<file path="src/rtl/bram_ctrl_pkg.sv">
// Shared types and helpers for the byte-serial BRAM load/store controller.
// The size encoding matches the LSU request bus directly.
package bram_ctrl_pkg;

  localparam int XLEN = 32;

  typedef enum logic [1:0] {SZ_B, SZ_H, SZ_W, SZ_ILL} size_e;
  typedef enum logic [1:0] {IDLE, ACCESS, RESP} state_e;

  function automatic logic [2:0] nbytes(size_e size);
    case (size)
      SZ_B:    return 3'd1;
      SZ_H:    return 3'd2;
      SZ_W:    return 3'd4;
      default: return 3'd0;
    endcase
  endfunction

endpackage

</file>
<file path="src/rtl/bram_ld_ext.sv">
// Load-result extender: picks the low byte/half/word of the assembled bytes
// and sign- or zero-extends it to XLEN.
module bram_ld_ext
  import bram_ctrl_pkg::*;
(
  input  logic [XLEN-1:0] raw,
  input  size_e           size,
  input  logic            zero_ext,
  output logic [XLEN-1:0] rdata
);

  always_comb begin
    rdata = '0;
    case (size)
      SZ_B:    rdata = zero_ext ? {24'd0, raw[7:0]}   : {{24{raw[7]}}, raw[7:0]};
      SZ_H:    rdata = zero_ext ? {16'd0, raw[15:0]}  : {{16{raw[15]}}, raw[15:0]};
      SZ_W:    rdata = raw;
      default: rdata = '0;
    endcase
  end

endmodule

</file>
<file path="src/rtl/bram_lsu_ctrl.sv">
// Load/store sequencer in front of a byte-wide single-port BRAM: one byte
// access per cycle, little-endian, with a held valid/ready response.
module bram_lsu_ctrl #(
  parameter int ADDR_WIDTH = 9,
  parameter int XLEN       = 32
) (
  input  logic                  i_clk,
  input  logic                  i_reset,
  input  logic                  i_req_valid,
  output logic                  o_req_ready,
  input  logic                  i_req_we,
  input  logic [1:0]            i_req_size,
  input  logic                  i_req_unsigned,
  input  logic [ADDR_WIDTH-1:0] i_req_addr,
  input  logic [XLEN-1:0]       i_req_wdata,
  output logic                  o_rsp_valid,
  input  logic                  i_rsp_ready,
  output logic [XLEN-1:0]       o_rsp_rdata,
  output logic                  o_rsp_err,
  output logic                  o_mem_we,
  output logic [ADDR_WIDTH-1:0] o_mem_addr,
  output logic [7:0]            o_mem_wdata,
  input  logic [7:0]            i_mem_rdata
);
  import bram_ctrl_pkg::*;

  state_e                state_reg, state_next;
  size_e                 size_reg;
  size_e                 req_size;
  logic                  we_reg, uns_reg, err_reg;
  logic [ADDR_WIDTH-1:0] base_reg;
  logic [XLEN-1:0]       wdata_reg, asm_reg, ext_rdata;
  logic [1:0]            cnt_reg;
  logic [7:0]            wdata_byte [4];
  logic [3:0]            lane_cap;
  logic                  req_fire, req_err, last_byte, in_access, in_resp;

  assign req_size    = size_e'(i_req_size);
  assign o_req_ready = (state_reg == IDLE);
  assign req_fire    = i_req_valid && o_req_ready;
  assign in_access   = (state_reg == ACCESS);
  assign in_resp     = (state_reg == RESP);

  assign req_err = (req_size == SZ_ILL)
                || ((req_size == SZ_H) && i_req_addr[0])
                || ((req_size == SZ_W) && (i_req_addr[1:0] != 2'b00));

  assign last_byte = (({1'b0, cnt_reg} + 3'd1) == nbytes(size_reg));

  always_comb begin
    state_next = state_reg;
    case (state_reg)
      IDLE:    if (req_fire) state_next = req_err ? RESP : ACCESS;
      ACCESS:  if (last_byte) state_next = RESP;
      RESP:    if (i_rsp_ready) state_next = IDLE;
      default: state_next = IDLE;
    endcase
  end

  always_ff @(posedge i_clk) begin
    if (i_reset) begin
      state_reg <= IDLE;
      cnt_reg   <= 2'd0;
      we_reg    <= 1'b0;
      size_reg  <= SZ_B;
      uns_reg   <= 1'b0;
      err_reg   <= 1'b0;
      base_reg  <= '0;
      wdata_reg <= '0;
    end else begin
      state_reg <= state_next;
      if (req_fire) begin
        we_reg    <= i_req_we;
        size_reg  <= req_size;
        uns_reg   <= i_req_unsigned;
        err_reg   <= req_err;
        base_reg  <= i_req_addr;
        wdata_reg <= i_req_wdata;
        cnt_reg   <= 2'd0;
      end else if (in_access) begin
        cnt_reg <= cnt_reg + 2'd1;
      end
    end
  end

  // Per-lane store byte select and load capture strobe.
  genvar gi;
  generate
    for (gi = 0; gi < 4; gi++) begin : g_lane
      assign wdata_byte[gi] = wdata_reg[gi*8 +: 8];
      assign lane_cap[gi]   = in_access && !we_reg && (cnt_reg == 2'(gi));
    end
  endgenerate

  // Cleared on accept so a short load never exposes bytes of an older one.
  always_ff @(posedge i_clk) begin
    if (i_reset || req_fire) begin
      asm_reg <= '0;
    end else begin
      for (int i = 0; i < 4; i++) begin
        if (lane_cap[i]) asm_reg[i*8 +: 8] <= i_mem_rdata;
      end
    end
  end

  bram_ld_ext u_ext (
    .raw      (asm_reg),
    .size     (size_reg),
    .zero_ext (uns_reg),
    .rdata    (ext_rdata)
  );

  assign o_mem_we    = in_access && we_reg;
  assign o_mem_addr  = in_access ? (base_reg + ADDR_WIDTH'(cnt_reg)) : '0;
  assign o_mem_wdata = in_access ? wdata_byte[cnt_reg] : 8'd0;

  assign o_rsp_valid = in_resp;
  assign o_rsp_err   = in_resp && err_reg;
  assign o_rsp_rdata = (in_resp && !err_reg && !we_reg) ? ext_rdata : '0;

endmodule

</file>
<file path="config.mk">
export PLATFORM = sky130hd
export DESIGN_NAME = bram_lsu_ctrl
export DESIGN_NICKNAME = d
export VERILOG_FILES = /design/src/rtl/bram_ctrl_pkg.sv /design/src/rtl/bram_ld_ext.sv /design/src/rtl/bram_lsu_ctrl.sv
export SDC_FILE = /design/constraint.sdc
export NUM_CORES = 1
export LEC_CHECK = 0
export CAP_MARGIN = 20
export CORE_ASPECT_RATIO = 0.5
export CORE_UTILIZATION = 53
export CTS_BUF_LIST = sky130_fd_sc_hd__clkbuf_8
export DETAILED_ROUTE_END_ITERATION = 7
export HOLD_SLACK_MARGIN = 0.15
export PLACE_DENSITY = 0.88
export SETUP_SLACK_MARGIN = 0.5
export SLEW_MARGIN = 40
export SYNTH_ARGS = -nofsm -noshare
export SYNTH_HDL_FRONTEND = slang
export SYNTH_SLANG_ARGS = --single-unit
</file>
<file path="constraint.sdc">
create_clock -name i_clk -period 4.6 [get_ports i_clk]
set_clock_uncertainty 0.1 [all_clocks]
set_input_delay 0.92 -clock i_clk [delete_from_list [all_inputs] [get_ports i_clk]]
set_output_delay 0.92 -clock i_clk [all_outputs]
set_load 0.01 [all_outputs]
</file>
==> flow_summary.json <==
{
  "status": "completed",
  "placed_area_um2": 4947,
  "core_area_um2": 6937,
  "grt_pass1_wl_um": 15170,
  "antennaDiodeCount": 0,
  "hold_path.class": "flip-flop to flip-flop",
  "vias": 3600,
  "period_share_pct": 79.65,
  "grt_pass1_vias": 3139,
  "combPwrFrac_pct": 14.4,
  "start_util_pct": 56.76,
  "htree_levels": 3,
  "area_growth_syn_to_layout_pct": 30.47,
  "grt_max_degree": 50,
  "leakagePower_nw": 1.765,
  "ctsResizeCount": 0,
  "routed_wire_length_per_instance_um": 14.02,
  "tightestPinTransition_ns": 0.6970,
  "numPortBuffers": 109,
  "row_count": 21,
  "synthesis.area_um2": 3938,
  "switching_share_pct": 26.76,
  "yosysWarnings": 0,
  "syn-num-nets": 561,
  "ys_ff_latch": 82,
  "overflow": 0,
  "synthDistinctLibCells": 39,
  "setup_tns_ns": 0,
  "ir_drop_v": 0.0002654,
  "p_clk_share_pct": 33.6,
  "required_ns": 3.58,
  "syn_area_per_cell_um2": 7.923,
  "cts_buffers": 9,
  "max_slew_margin_pct": 53.53,
  "crit_chain": "mux2i_1 -> or3_1 -> a21oi_1 -> clkdlybuf4s50_1",
  "fillers": 529,
  "ctsHoldBuffers": 0,
  "seqPwrFrac_pct": 52.0,
  "final_cells": 680,
  "multi_input_area_um2": 2069,
  "design.portCount": 110,
  "yosysTopAreaCell": "dfxtp_1",
  "yosysSeqAreaShare_pct": 41.69,
  "cts_setup_buffers": 0,
  "die_x_um": 123.9,
  "die_h_um": 62.95,
  "gp_congestion": 0.8452,
  "routed_wl_um": 9531,
  "utilization_pct": 74.06,
  "drt_iter0_markers": 256,
  "critPathLaunchType": "flip-flop",
  "fin_area_um2": 5137,
  "seq_area_um2": 1642,
  "critical_path_class": "flip-flop to output pin",
  "die_area_um2": 7799,
  "end_kind": "output pin",
  "finalHoldViolations": 0,
  "placed_cells": 664,
  "finalCriticalPeriod_ns": 3.664,
  "arrival_ns": 2.64,
  "p_sw_mw": 0.3971,
  "antenna_found_initial": 0,
  "path_clk_slew_ns": 0.08,
  "dp_hpwl_um": 6505,
  "drc": 0,
  "p_int_mw": 1.087,
  "p_per_area_nw_per_um2": 288.9,
  "yosysTopAreaCellShare_pct": 41.69,
  "cts.sinks": 82,
  "clockBufferDepth": 2,
  "worstSkewPairLatency_ns": 0.36,
  "viasPerCell": 5.294,
  "ant_nets": 0,
  "cp_slowest_cell": "dfxtp_1",
  "setup_viol": 0,
  "fmax_mhz": 272.9,
  "layout-drive-gt1-share_pct": 7.653,
  "root_buffer": "clkbuf_8",
  "grt_use_total_pct": 25.50,
  "rsz0062_at_grt": "no",
  "drt_pass1_iterations": 5,
  "max_stage_delay_ns": 0.69,
  "fin_nets": 647,
  "critical_path_peak_fanout": 16,
  "finalMaxSlewViolations": 0,
  "drv_cap": 0,
  "synth_area_leaders": "dfxtp_1 42%, nand2_1 15%, a21oi_1 11%",
  "synthCells": 497,
  "cts_tree": "done"
}
==> synthesized netlist by cell type, drive strengths merged <==
cell and n:
nand4 2, a211oi 1, or3 2, a21oi 98, xor2 4, and2 17, o31ai 1, and3 9
o211a 1, dfxtp 82, o21ba 1, nand2b 2, inv 2, ha 6, a32oi 1, nor2 24
mux4 8, mux2i 9, nor3 1, and2b 1, clkbuf 12, nand3 3, nand4b 1, nor2b 3
nor3b 2, o21ai 10, xnor2 4, fa 1, nand2 162, buf 26, or4b 1
==> power groups by stage <==
stage	sequential, mW	clock, mW	combinational (mW)
6_report	0.772	0.498	0.214
2_1_floorplan	0.777	0	0.139
5_1_grt	0.777	0.548	0.234
3_5_place_dp	0.788	0	0.212
4_1_cts	0.772	0.507	0.213
3_3_place_gp	0.786	0	0.207
==> placed cells by master, fill, tap and decap left out, drive strengths merged <==
master / instances
o21ai: 10
a211oi: 1
nand2b: 2
o21ba: 1
and3: 9
o31ai: 1
buf: 5
inv: 3
fa: 1
clkinv: 4
nand4b: 1
xor2: 4
mux2i: 9
ha: 6
dfxtp: 82
xnor2: 4
nand4: 2
and2b: 1
nand3: 3
a32oi: 1
nand2: 162
o211a: 1
or3: 2
clkinvlp: 1
nor3: 1
clkdlybuf4s50: 108
nor3b: 2
bufinv: 1
or4b: 1
a21oi: 98
clkbuf: 9
mux4: 8
nor2: 24
and2: 17
nor2b: 3
==> through the flow <==
stage	worst slack (ns)	power (mW)	hold WS [ns]
finish	0.9363	1.484	0.3509
global route	0.7490	1.560	0.3683
CTS	0.9096	1.492	0.3531
detailed placement	1.329	0.9999	0.3436
global placement	1.269	0.9922	0.3389
floorplan	1.999	0.9160	0.3319
==> layout make-up <==
type                       count  area share [%]
tap                           92           2.241
clock inverter                 7           1.193
timing repair buffer         113           21.77
clock buffer                   9           2.411
inverter                       2          0.1461
multi-input combinational    375           40.28
sequential                    82           31.95
==> cell families after synthesis <==
group,Yosys count,synth area share [%]
buf+inv,40,5.942
simple gates,230,25.20
compound gates,113,16.11
mux,17,6.864
xor+xnor,8,1.779
fa+ha+maj,7,2.415
flops,82,41.69
==> worst max-delay path: cells and delay by family, from the launching register on <==
family	cells	cell delay (ns)
compound gates	1	0.26
buf+inv	1	0.57
flops	1	0.69
mux	1	0.14
simple gates	1	0.63
==> final timing paths <==
check / startpoint / to / slack, ns / cells past startpoint
worst max-delay path: size_reg[0] / o_rsp_rdata[16] / 0.94 / 4
worst max register to register: cnt_reg[1] / state_reg[0] / 2.57 / 5
worst min-delay path: asm_reg[2] / asm_reg[2] / 0.35 / 2
worst min register to register: asm_reg[2] / asm_reg[2] / 0.35 / 2
==> layer usage <==
layer  part of all wire, %  up-vias  GRT usage (%)
met5                     0        -              0
li1                      -     1819              -
met2                    48      120          40.76
met1                    45     1646          32.73
met4                   1.3        0          8.482
met3                   6.0       15          7.664
(Power assumes the default switching activity.)
